==> config.mk <==
export PLATFORM = sky130hd
export DESIGN_NAME = rot_load_ctrl_flat
export DESIGN_NICKNAME = d
export VERILOG_FILES = /design/src/rtl/rot_load_pkg.sv /design/src/rtl/rot_load_if.sv /design/src/rtl/rot_load_ctrl_fifo.sv /design/src/rtl/rot_load_ctrl.sv /design/src/flat_wrapper.sv
export SDC_FILE = /design/constraint.sdc
export NUM_CORES = 1
export LEC_CHECK = 0
export ABC_AREA = 1
export ABC_CLOCK_PERIOD_IN_PS = 2000
export CAP_MARGIN = 0
export CORE_MARGIN = 2
export CORE_UTILIZATION = 49
export DETAILED_ROUTE_END_ITERATION = 10
export PLACE_DENSITY = 0.76
export SYNTH_ARGS = -nofsm -noshare
export SYNTH_HDL_FRONTEND = slang
export SYNTH_SLANG_ARGS = --single-unit
==> constraint.sdc <==
create_clock -name clk -period 2 [get_ports clk]
set_clock_uncertainty 0.1 [all_clocks]
set_input_delay 0.4 -clock clk [delete_from_list [all_inputs] [get_ports clk]]
set_output_delay 0.4 -clock clk [all_outputs]
set_load 0.01 [all_outputs]
==> src/rtl/rot_load_pkg.sv <==
// Shared types and constants for the rotate/load controller.
// Holds the FSM state type and the rotate-count helpers.
package rot_load_pkg;

  localparam int DEPTH_DEF  = 4;
  localparam int MAXROT_DEF = 7;
  localparam int ROT_W      = 3;
  localparam int DATA_W     = 8;

  typedef enum logic [1:0] {
    ST_IDLE,
    ST_LOAD,
    ST_ROT
  } state_e;

  function automatic logic [ROT_W-1:0] sat_rot(
    input logic [ROT_W-1:0] r,
    input int               max
  );
    if (int'(r) > max) return ROT_W'(max);
    return r;
  endfunction

endpackage

==> src/rtl/rot_load_if.sv <==
// Upstream word handshake plus downstream shift-register controls.
// master = word source / observer, slave = rot_load_ctrl.
interface rot_load_if #(
  parameter int DEPTH = 4
) ();
  import rot_load_pkg::*;

  logic [DATA_W-1:0]      in_data;
  logic                   in_valid;
  logic                   in_ready;
  logic [ROT_W-1:0]       rot_cnt;
  logic [DATA_W-1:0]      load_val;
  logic                   load_en;
  logic                   busy;
  logic [$clog2(DEPTH):0] fifo_level;
  logic                   word_done;

  modport master (
    output in_data, in_valid, rot_cnt,
    input  in_ready, load_val, load_en,
    input  busy, fifo_level, word_done
  );

  modport slave (
    input  in_data, in_valid, rot_cnt,
    output in_ready, load_val, load_en,
    output busy, fifo_level, word_done
  );
endinterface

==> src/rtl/rot_load_ctrl_fifo.sv <==
// Small synchronous FIFO with registered storage and occupancy count.
// Pointers wrap naturally since DEPTH is a power of two.
module sync_fifo #(
  parameter int DEPTH = 4,
  parameter int W     = 8
) (
  input  logic                   clk,
  input  logic                   rstn,
  input  logic                   push,
  input  logic                   pop,
  input  logic [W-1:0]           din,
  output logic [W-1:0]           dout,
  output logic [$clog2(DEPTH):0] level
);
  localparam int AW = $clog2(DEPTH);

  logic [W-1:0]  mem_q [DEPTH];
  logic [AW-1:0] wr_q, wr_d;
  logic [AW-1:0] rd_q, rd_d;
  logic [AW:0]   lvl_q, lvl_d;

  always_comb begin
    wr_d  = wr_q;
    rd_d  = rd_q;
    lvl_d = lvl_q;
    if (push) wr_d = wr_q + 1'b1;
    if (pop)  rd_d = rd_q + 1'b1;
    case ({push, pop})
      2'b10:   lvl_d = lvl_q + 1'b1;
      2'b01:   lvl_d = lvl_q - 1'b1;
      default: lvl_d = lvl_q;
    endcase
  end

  always_ff @(posedge clk) begin
    if (!rstn) begin
      wr_q  <= '0;
      rd_q  <= '0;
      lvl_q <= '0;
    end else begin
      wr_q  <= wr_d;
      rd_q  <= rd_d;
      lvl_q <= lvl_d;
    end
  end

  always_ff @(posedge clk) begin
    if (push) mem_q[wr_q] <= din;
  end

  assign dout  = mem_q[rd_q];
  assign level = lvl_q;

endmodule

==> src/rtl/rot_load_ctrl.sv <==
// Feeds queued words into a downstream shift register: one load
// cycle per word, then a per-word number of rotate cycles.
module rot_load_ctrl
  import rot_load_pkg::*;
#(
  parameter int DEPTH  = DEPTH_DEF,
  parameter int MAXROT = MAXROT_DEF
) (
  input logic         clk,
  input logic         rstn,
  rot_load_if.slave   bus
);
  localparam int LW = $clog2(DEPTH) + 1;

  state_e            state_q, state_d;
  logic [ROT_W-1:0]  cnt_q, cnt_d;
  logic [DATA_W-1:0] last_q, last_d;
  logic [DATA_W-1:0] head;
  logic [LW-1:0]     level;
  logic [ROT_W-1:0]  rot_sat;
  logic              push, pop;
  logic              in_rdy;
  logic              wd;

  assign in_rdy  = !rstn || (level != LW'(DEPTH));
  assign push    = bus.in_valid && in_rdy;
  assign pop     = (state_q == ST_LOAD);
  assign rot_sat = sat_rot(bus.rot_cnt, MAXROT);

  sync_fifo #(
    .DEPTH (DEPTH),
    .W     (DATA_W)
  ) u_fifo (
    .clk   (clk),
    .rstn  (rstn),
    .push  (push),
    .pop   (pop),
    .din   (bus.in_data),
    .dout  (head),
    .level (level)
  );

  always_comb begin
    state_d = state_q;
    cnt_d   = cnt_q;
    last_d  = last_q;
    wd      = 1'b0;
    unique case (state_q)
      ST_IDLE: begin
        if (level != '0) state_d = ST_LOAD;
      end
      ST_LOAD: begin
        last_d = head;
        cnt_d  = rot_sat;
        if (rot_sat == '0) begin
          wd      = 1'b1;
          state_d = ST_IDLE;
        end else begin
          state_d = ST_ROT;
        end
      end
      ST_ROT: begin
        cnt_d = cnt_q - 1'b1;
        if (cnt_q == ROT_W'(1)) begin
          wd      = 1'b1;
          state_d = (level != '0) ? ST_LOAD : ST_IDLE;
        end
      end
      default: state_d = ST_IDLE;
    endcase
  end

  always_ff @(posedge clk) begin
    if (!rstn) begin
      state_q <= ST_IDLE;
      cnt_q   <= '0;
      last_q  <= '0;
    end else begin
      state_q <= state_d;
      cnt_q   <= cnt_d;
      last_q  <= last_d;
    end
  end

  // Reset suppresses the done pulse so an aborted word is never reported.
  assign bus.word_done  = wd && rstn;
  assign bus.load_en    = (state_q == ST_LOAD);
  assign bus.busy       = (state_q != ST_IDLE);
  assign bus.load_val   = (state_q == ST_LOAD) ? head : last_q;
  assign bus.in_ready   = in_rdy;
  assign bus.fifo_level = level;

endmodule

==> src/flat_wrapper.sv <==
// flat-port wrapper written by rule: the top's interface ports become plain ports
module rot_load_ctrl_flat import rot_load_pkg::*;
#(
  parameter int DEPTH  = DEPTH_DEF,
  parameter int MAXROT = MAXROT_DEF
)
  (clk, rstn, bus_in_data, bus_in_valid, bus_rot_cnt, bus_in_ready, bus_load_val, bus_load_en, bus_busy, bus_fifo_level, bus_word_done);
  rot_load_if #(.DEPTH(DEPTH)) bus_i ();
  input logic clk;
  input logic rstn;
  input wire logic [$bits(bus_i.in_data)-1:0] bus_in_data;
  input wire logic [$bits(bus_i.in_valid)-1:0] bus_in_valid;
  input wire logic [$bits(bus_i.rot_cnt)-1:0] bus_rot_cnt;
  output wire logic [$bits(bus_i.in_ready)-1:0] bus_in_ready;
  output wire logic [$bits(bus_i.load_val)-1:0] bus_load_val;
  output wire logic [$bits(bus_i.load_en)-1:0] bus_load_en;
  output wire logic [$bits(bus_i.busy)-1:0] bus_busy;
  output wire logic [$bits(bus_i.fifo_level)-1:0] bus_fifo_level;
  output wire logic [$bits(bus_i.word_done)-1:0] bus_word_done;
  assign bus_i.in_data = bus_in_data;
  assign bus_i.in_valid = bus_in_valid;
  assign bus_i.rot_cnt = bus_rot_cnt;
  assign bus_in_ready = bus_i.in_ready;
  assign bus_load_val = bus_i.load_val;
  assign bus_load_en = bus_i.load_en;
  assign bus_busy = bus_i.busy;
  assign bus_fifo_level = bus_i.fifo_level;
  assign bus_word_done = bus_i.word_done;
  rot_load_ctrl #(.DEPTH(DEPTH), .MAXROT(MAXROT)) u_core (.clk(clk), .rstn(rstn), .bus(bus_i));
endmodule
==> out/results.ini, run 1 <==
[place]
place_area_um2=2970
io_buffer_count=28
hpwlAfterDp_mm=3.11
gp_congestion=0.823

[detailed_routing]
drt_iter0_markers=76
vias=1807
wl_met2_mm=2.31
drc=0
met1_length_mm=2.07
vias_per_cell=4.68
wl_met3_um=138
dr.pass1.iters=4
ant_nets=0
wl_mm=4.59
routed.top_layer=met4
wl_per_cell_um=11.9

[critical_path]
max_stage_delay_ns=0.42
crit_type=reg2out
path_cells=buf_12, buf_4, nor2_2, nor2_1, nand2_1, o21ai_2, nand2_1, nand2_1, clkbuf_2
arrival_ns=1.47
cp.required_ns=1.50
start_kind=flop
end_kind=output port
slowest_stage=dfxtp_4
critical_path.top_delay_family=flip-flops
crit_top_cell=nand2_1
path_buf_inv=3
path_max_fanout=7

[clock_network]
cts_hold_repair.buffers=0
cts_tree=yes
htreeDepth=2
numCtsBuffers=5
cts_max_path_buffers=2
cts.sinks=54
cts-root-buf=clkbuf_8
clkLatencyLatePin_ns=0.31
clk_pin_slew_worst_paths_ns=0.09

[synth]
synth_most_common_cell=nand2_1
ys_types=23
synth.yosys.seq_area_share_pct=58.2
synth-seq-cells=54
synth_top_area_share_pct=39.9
synthCells=255
synthFlopType=edfxtp_1
avgSynthCellArea_um2=9.44
syn_nets=281
async_reset_ff_share_pct=0
synth_common_cells=nand2_1, nor2_1, edfxtp_1, inv_1, dfxtp_1
synth_edf_count=32
synth_area_leaders=edfxtp_1, dfxtp_1, nand2_1, nor2_1, ha_1
synth_top_cell_by_area=edfxtp_1
synth_warnings=0
syn_area_um2=2410

[global_routing]
grt_pass1_wl_mm=7.09
overflow=0
grt_usage_pct=17.3
antenna_found_initial=0
grt_max_degree=18
grt_pass1_vias=1608

[power]
p_leak_nw=1.34
ir_drop_v=0.000484
power.density_nw_per_um2=1160
p_total_mw=3.67

[cells_and_area]
area_delta_synth_final_pct=31.7
num-fill-cells=377
antennaDiodeCount=0
final_layout_size_suffix_gt1_share_pct=26.6
final_util_pct=67.1
design_area_um2=3170
finalNetCount=344

[floorplan]
die_w_um=74.1
core-area_um2=4720
rows=25
die_y_um=74.1
fp.dieArea_um2=5490
ioPinCount=29
initial_utilization_pct=50.9

[timing]
relSlewSlack_pct=85.6
layout_min_cycle_time_ns=1.97
fmax_ghz=0.508
slew_violations=0
fin_hold_ws_ns=0.353
hold_viol_final=0
rsz0062_at_grt=true
finalSetupTns_ns=0
period_share_pct=98.4
setup_viol=0
tightestPinTransition_ns=0.213

[status]
status=finished clean

[worst_hold_path]
hp-class=reg2reg

[run]
max_cap_violations=0

## metrics by stage
step                      cells  setup slack (ns)
after floorplan             255            0.0179
after CTS                   377         -0.000142
final                       386            0.0327
after detailed placement    369            -0.401
after global placement      369            -0.324
after global routing        386           -0.0683
## power breakdown
group          internal, mW  switching [mW]
sequential             1.37           0.111
combinational         0.781           0.809
clock                 0.247           0.348
total                  2.40            1.27
## layout by cell type, fill, tap and decap left out
master / instances
nand3_1: 5
inv_1: 28
clkbuf_1: 1
nand2_4: 1
buf_12: 4
nor2_1: 36
clkbuf_16: 1
dfxtp_2: 1
or2_4: 1
nand3_2: 1
buf_2: 5
o211ai_1: 2
nand2_2: 4
nor2_2: 3
fa_2: 1
clkbuf_8: 5
clkinvlp_4: 2
o21ai_2: 5
edfxtp_1: 32
ha_4: 1
dfxtp_4: 4
ha_2: 2
dlygate4sd2_1: 3
o21ai_0: 8
inv_2: 4
clkdlybuf4s50_1: 16
clkinv_2: 1
nor2_4: 1
o22ai_1: 1
o21ai_1: 13
ha_1: 8
dfxtp_1: 17
a21oi_2: 4
buf_4: 28
nand2_1: 50
a21oi_1: 14
clkbuf_2: 4
buf_6: 2
## registers in the layout, indices dropped and copies added (netlist names), named ones only
signal / flops
u_core.u_fifo.mem_q: 32
u_core.last_q: 8
u_core.cnt_q: 3
u_core.u_fifo.level: 3
u_core.state_q: 2
u_core.u_fifo.rd_q: 2
u_core.u_fifo.wr_q: 2
## per-layer routing
metal  GRT usage, %  vias up
li1               -      951
met1           21.1      822
met2           29.9       27
met3           4.47        7
met4           6.26        0
met5              0        -
## logic make-up after synthesis
group                      after synthesis  share of synthesized area (%)
AOI/OAI and AO/OA                       47                           10.7
and+or+nand+nor                        102                           16.5
DFF                                     54                           58.2
buffers and inverters                   40                           8.01
adders and majority gates               12                           6.55
## final timing paths
path                                            from                             endpoint  slack, ns  cells past startpoint
setup reg to reg      u_core.state_q[1]$_SDFFE_PN0P_  u_core.u_fifo.level[2]$_SDFFE_PN0P_       0.10                     10
setup / recovery                                flop                      bus_load_val[5]       0.03                      9
hold reg to reg   u_core.u_fifo.rd_q[1]$_SDFFE_PN0P_   u_core.u_fifo.rd_q[1]$_SDFFE_PN0P_       0.35                      1
hold / removal    u_core.u_fifo.rd_q[1]$_SDFFE_PN0P_   u_core.u_fifo.rd_q[1]$_SDFFE_PN0P_       0.35                      1
## final cells by class
| cell class | count | area (um2) | share of cell area (%) |
|---|---|---|---|
| Sequential cell | 54 | 1420 | 44.7 |
| Multi-Input combinational cell | 161 | 886 | 28.0 |
| Timing Repair Buffer | 63 | 569 | 18.0 |
| Inverter | 33 | 125 | 3.95 |
| Tap cell | 67 | 83.8 | 2.65 |
| Clock buffer | 6 | 72.6 | 2.29 |
| Clock inverter | 2 | 15.0 | 0.474 |
## repair_timing
item / CTS / global route
endpoints found under the setup margin: 13 / 10
resized for setup: 40 / 27
cloned: 0 / 1
pin swaps: 3 / 11
buffers inserted: 0 / 8
endpoints found under the hold margin: 0 / 0
Note: power is estimated with default switching activity, not from simulation.
==> run 2: changes to the inputs <==
--- a/config.mk
+++ b/config.mk
@@ -11,6 +11,7 @@
 export CORE_MARGIN = 2
 export CORE_UTILIZATION = 49
 export DETAILED_ROUTE_END_ITERATION = 10
+export GPL_ROUTABILITY_DRIVEN = 0
 export PLACE_DENSITY = 0.76
 export SYNTH_ARGS = -nofsm -noshare
 export SYNTH_HDL_FRONTEND = slang
==> results of run 2 <==
No change in the layout: final DEF, timing and power equal those of run 1.
==> run 3: changes to the inputs <==
--- a/config.mk
+++ b/config.mk
@@ -6,7 +6,6 @@
 export NUM_CORES = 1
 export LEC_CHECK = 0
 export ABC_AREA = 1
-export ABC_CLOCK_PERIOD_IN_PS = 2000
 export CAP_MARGIN = 0
 export CORE_MARGIN = 2
 export CORE_UTILIZATION = 49
==> results of run 3 <==
No change in the layout: final DEF, timing and power equal those of run 1.
